File: config.mk
export PLATFORM = sky130hd
export DESIGN_NAME = ram_sp_clr
export DESIGN_NICKNAME = d
export VERILOG_FILES = /design/src/rtl/ram_sp_clr.sv
export SDC_FILE = /design/constraint.sdc
export NUM_CORES = 1
export LEC_CHECK = 0
export BUFFER_PORTS_ARGS = -buffer_cell sky130_fd_sc_hd__buf_2
export CORE_ASPECT_RATIO = 0.75
export CORE_MARGIN = 1
export CORE_UTILIZATION = 45
export CTS_CLUSTER_DIAMETER = 40
export DETAILED_ROUTE_END_ITERATION = 16
export GPL_TIMING_DRIVEN = 0
export HOLD_SLACK_MARGIN = 0.02
export SYNTH_ARGS = -nofsm -noshare
export SYNTH_HDL_FRONTEND = slang
export SYNTH_SLANG_ARGS = --single-unit
File: constraint.sdc
create_clock -name clk -period 3.5 [get_ports clk]
set_input_delay 0.35 -clock clk [delete_from_list [all_inputs] [get_ports clk]]
set_output_delay 0.35 -clock clk [all_outputs]
set_load 0.01 [all_outputs]
File: src/rtl/ram_sp_clr.sv
// ram_sp_clr: single-port synchronous RAM with registered read and a one-word-per-cycle clear sweep
module ram_sp_clr #(
    parameter int DATA_W = 8,
    parameter int ADDR_W = 5,
    parameter int DEPTH  = 32
) (
    input  logic              clk,
    input  logic              rst,
    input  logic              read,
    input  logic              write,
    input  logic              clr,
    input  logic [ADDR_W-1:0] addr,
    input  logic [DATA_W-1:0] data_in,
    output logic [DATA_W-1:0] data_out,
    output logic              rd_valid,
    output logic              busy,
    output logic              err
);
    typedef enum logic {CLEAR, IDLE} state_t;
    state_t            state_q;
    logic [ADDR_W-1:0] clr_cnt_q;
    logic [DATA_W-1:0] data_out_q;
    logic              rd_valid_q, err_q, busy_q;
    logic [DATA_W-1:0] mem [DEPTH];
    logic              last, oor;
    assign last     = 32'(clr_cnt_q) == DEPTH - 1;
    assign oor      = 32'(addr) >= DEPTH;
    assign data_out = data_out_q;
    assign rd_valid = rd_valid_q;
    assign busy     = busy_q;
    assign err      = err_q;
    // The array is only zeroed by the sweep; reset just restarts it from word 0.
    always_ff @(posedge clk) begin
        if (rst) begin
            state_q    <= CLEAR;
            clr_cnt_q  <= '0;
            data_out_q <= '0;
            rd_valid_q <= 1'b0;
            err_q      <= 1'b0;
            busy_q     <= 1'b1;
        end else begin
            rd_valid_q <= 1'b0;
            err_q      <= 1'b0;
            if (state_q == CLEAR) begin
                mem[clr_cnt_q] <= '0;
                if (last) begin
                    state_q   <= IDLE;
                    clr_cnt_q <= '0;
                    busy_q    <= 1'b0;
                end else begin
                    clr_cnt_q <= clr_cnt_q + 1'b1;
                end
            end else if (clr) begin
                state_q   <= CLEAR;
                clr_cnt_q <= '0;
                busy_q    <= 1'b1;
            end else if ((read && write) || ((read || write) && oor)) begin
                err_q <= 1'b1;
            end else if (write) begin
                mem[addr] <= data_in;
            end else if (read) begin
                data_out_q <= mem[addr];
                rd_valid_q <= 1'b1;
            end
        end
    end
endmodule
== Word level (Yosys, flattened, before mapping) ==
Memory sizes are Yosys's and may differ from the RTL's. A register that Yosys moved wholly into a read port is not among the register bits.
Cells that the tools add are included.

* Register bits: 9
* Bits in writable memories: 256
* Output and inout port bits: 11
* Memories kept: 1

{| class="wikitable"
|+ Memory list
! name !! depth !! width !! rd ports !! clocked after Yosys merged registers in !! write ports !! line !! RTL
|-
| mem || 32 || 8 || 1 || 1 || 1 || 24 || <nowiki>logic [DATA_W-1:0] mem [DEPTH];</nowiki>
|}

* $add $sub $neg: 1
* Equality and inequality tests: 2
* Muxes and demuxes: 23
* Bitwise gates (word level): 4
* Reductions and logical operators: 7

{| class="wikitable"
|+ Operators by type and width
! kind !! count
|-
| two-way mux 5 bit || 4
|-
| two-way mux 1 bit || 18
|-
| two-way mux 8 bit || 1
|-
| OR reduction 8 bit || 1
|-
| adder 5 x 1 -> 5 bit, second input constant || 1
|-
| equality test 5 bit, second input constant || 1
|-
| AND reduction 5 bit || 1
|-
| OR reduction 5 bit || 1
|-
| inverter 1 bit || 4
|-
| OR reduction 3 bit || 1
|-
| != test 2 bit, second input constant || 1
|-
| AND reduction 2 bit || 1
|-
| nonzero test 2 bit || 1
|-
| logical AND 1 bit || 1
|}

== Longest topological paths before layout ==
* Word-level depth: 8
* Gate-level depth with buffers: 8
* Gate-level depth less buffers: 6

== Least setup slack after synthesis ==
Ideal clock, no wire load.

* Kind: input -> register
* From: in clr
* To: mem mem[24][0] (enable)
* Arrival: 1.782 ns
* Required time: 3.130 ns
* Slack: 1.347 ns
* Stages on the path: 5
* Path buffers: 1
* Path through: nor3b_1 > and3b_1 > clkbuf_1 > a32oi_1 > nor2_1

* Longest elaborated chain between the ends: 6
* Elaborated cells between the ends (all ways): 7
* Classes of those cells: mux (6); reduce/logical (1)

{| class="wikitable"
|+ RTL lines
! item !! line !! RTL
|-
| from (decl) || 11 || <nowiki>input logic clr,</nowiki>
|-
| two-way mux 1 bit (*) || 53 || <nowiki>end else if (clr) begin</nowiki>
|-
| two-way mux 1 bit (*) || 44 || <nowiki>if (state_q == CLEAR) begin</nowiki>
|-
| two-way mux 1 bit (*) || 34 || <nowiki>if (rst) begin</nowiki>
|-
| two-way mux 1 bit (not written as such) (*) || 60 || <nowiki>mem[addr] <= data_in;</nowiki>
|-
| OR reduction 8 bit (no source line) || n/a ||
|-
| two-way mux 5 bit (no source line) or two-way mux 1 bit (tied branches) || n/a ||
|-
| to (decl) || 24 ||
|}

Mark *: on every way between the ends. The rest lies on a longest branch, timed or not.

== Worst setup path after layout ==
* From: reg state_q
* To: mem mem[1][0] (enable)

* Longest elaborated chain between the ends: 5
* Elaborated cells between the ends (all ways): 9
* Classes of those cells: mux (8); reduce/logical (1)

{| class="wikitable"
|+ RTL lines
! item !! line !! RTL
|-
| from (decl) || 20 || <nowiki>state_t state_q;</nowiki>
|-
| from (signal assigned) || 35 || <nowiki>state_q <= CLEAR;</nowiki>
|-
| from (signal assigned) || 47 || <nowiki>state_q <= IDLE;</nowiki>
|-
| from (signal assigned) || 54 || <nowiki>state_q <= CLEAR;</nowiki>
|-
| two-way mux 1 bit || 44 ||
|-
| two-way mux 1 bit || 34 ||
|-
| two-way mux 1 bit (not written as such) || 60 ||
|-
| OR reduction 8 bit (no source line) || n/a ||
|-
| two-way mux 5 bit (no source line) or two-way mux 1 bit (tied branches) || n/a ||
|}

Parallel ways exist; a longest one is shown, timed or not.

==> impl_metrics.ini <==
[clock_network]
tritoncts = yes
cts_setup_buffers = 0
h-tree-depth = 2
clock_sinks = 273
cts_root_buf = clkbuf_16
clk_latency_ns = 0.51
cts_buffers = 34
cts.repair.resized = 0
cts_hold_buf = 0
cts.clk_slew.worst_paths_ns = 0.06
cts_buffer_depth = 3

[setup_path]
worst_r2r_startpoint = state_q
slowest_delay_ns = 0.81
critPathBufInv = 2
startpoint = state_q
crit_path_end_kind = flip-flop
cp.arrival_ns = 2.89
path_cells = buf_2 > and3b_1 > clkbuf_1 > a32oi_1 > nor2_1
crit_slowest_cell = nor2_1
worstPathMaxFanout = 10
start_kind = flip-flop
worstSetupPathType = reg -> reg
cpLargestDelayFamily = simple AND/OR/NAND/NOR gates
required_ns = 3.63

[global_routing]
grt_use_met2_pct = 35.8
grt_pass1_wl_um = 39900
grt_pass1_vias = 6318
grt_start_max_net_pins = 33
overflow = 0
grt_antenna_before_repair = 0
grt-busiest-layer = met2
gr-usage-met1_pct = 30.7
use_met3_pct = 6.05
grt_use_total_pct = 22.6

[timing]
rsz0062_at_grt = false
hold_viol = 0
setup-violations-final = 0
setup-tns-final_ns = 0
clock.fmax_mhz = 363
relSlewSlack_pct = 13.0
min_period_ns = 2.76
worst_slack_ns = 0.744
drv_slew = 0
tightest_slew_ns = 1.30
skew_ns = 0.0182
final.period_utilization_pct = 78.8

[power]
power.density_mw_per_mm2 = 589
irDropWorstVdd_v = 0.000411
power.leakage_nw = 4.08

[route]
finalWirelength_um = 27200
dr_total_vias = 6303
post_drt_via_cell_ratio = 5.75
drc_errors = 0
drt_iter0_drc = 661
antenna_left = 0
first_pass_iters = 6
post_drt_wl_per_cell_um = 24.8

[floorplan]
dieArea_mm2 = 0.0252
fp-row-count = 49
die_h_um = 138
die_w_um = 183
ios = 29
initial_core_util_pct = 46.0
coreArea_mm2 = 0.0240

[cells_and_area]
drive_above_1_share_pct = 15.3
mostFrequentLayoutCells = edfxtp_1, mux2i_1, a22oi_1
num_antenna_cells = 0
fin_area_mm2 = 0.0129
syn2layout_area_growth_pct = 16.3
fin_cells = 1097
nets = 760
final_common_cell = edfxtp_1
finish.utilization_pct = 53.5

[yosys]
synth-seq-cells = 273
ys.warnings.count = 0
synth_top_area_share_pct = 69.5
syn_inst = 676
synthTopCellsByArea = edfxtp_1, mux2i_1, a22oi_1
yosysTopAreaCell = edfxtp_1
ys_types = 42
syn_area_per_cell_um2 = 16.4
synth_seq_area_share_pct = 72.6
synth_area_mm2 = 0.0111
mappedNetlistNets = 696

[placed_design]
placed_cells = 1034
dp_hpwl_um = 18100
place_congestion = 0.997
post-place-ws_ns = 0.399
io_buffers = 27
placed_area_mm2 = 0.0116

[outcome]
outcome = completed

[worst_hold_path]
hold_class = in -> reg
min_from = write

[job]
maxCapViolations = 0
-- layer usage --
layer | part of all wire, % | vias up | routed length [µm]
met5 | 0 | - | 0
met4 | 2.3 | 0 | 613
met3 | 8.8 | 51 | 2400
met2 | 46 | 272 | 12500
met1 | 43 | 3162 | 11700
li1 | - | 2818 | -
-- synth_stat cells (all sizes together) --
cell	number
o21bai	1
ha	2
nor2b	3
xor2	1
nor4b	3
dfxtp	17
and3b	1
a31oi	7
a211oi	9
clkbuf	16
nand3b	1
nand2b	4
inv	6
and2	9
or2	1
o31a	2
nor2	47
a22oi	64
nor3b	1
nor4	2
nand3	3
a41oi	1
nand2	4
nand4	1
mux2i	128
xnor2	1
or4	8
nor3	6
nand4b	1
buf	27
and4b	1
a32oi	5
a21oi	35
edfxtp	256
and3	2
-- report_power, final --
| part | switching [W] | internal, W |
|---|---|---|
| logic | 0.000174 | 0.0000875 |
| registers | 0.00000905 | 0.00354 |
| clock network | 0.00137 | 0.00239 |
-- through the flow --
step / hold slack [ns] / power [W]
floorplan: 0.427 / 0.00378
detailed placement: 0.499 / 0.00388
global placement: 0.506 / 0.00387
finish: 0.0535 / 0.00758
global route: 0.0533 / 0.00777
CTS: 0.0359 / 0.00762
-- path summary, 6_finish.rpt --
kind,end,slack (ns),cells past startpoint
setup / recovery,mem[1][0],0.74,5
hold / removal,rd_valid,0.05,2
setup reg to reg,mem[1][0],0.74,5
hold reg to reg,busy,0.51,2
-- flip-flops by register name (all words and copies together) (netlist names) --
signal and cells:
data_out 8, rd_valid 1, state_q 1, clr_cnt_q 5
busy 1, mem 256, err 1
-- worst register-to-register path, stage by stage (launching register included) --
cell,delay (ns)
dfxtp_1,0.30
buf_2,0.18
and3b_1,0.22
clkbuf_1,0.34
a32oi_1,0.51
nor2_1,0.82
-- final cells by class --
type | instances | area [µm²]
inverter | 6 | 22.5
sequential | 273 | 8030
clock buffer | 41 | 941
buffer | 43 | 294
multi-input combinational | 354 | 2710
clock inverter | 21 | 297
timing repair buffer | 28 | 150
tap | 331 | 414
fill | 1963 | 11200
-- kinds of logic (layout without fill, tap and decap cells) --
group                      after synthesis  count (layout)  synth area share [%]
AOI/OAI and AO/OA                      124             124                  8.00
and+or+nand+nor                         98              98                  4.55
DFF                                    273             273                  72.6
muxes                                  128             128                  11.6
adders and majority gates                2               2                 0.226
buffers and inverters                   49             139                  2.86
xor gates and xnor gates                 2               2                 0.158
No activity file was read; power rests on OpenSTA's default activity.
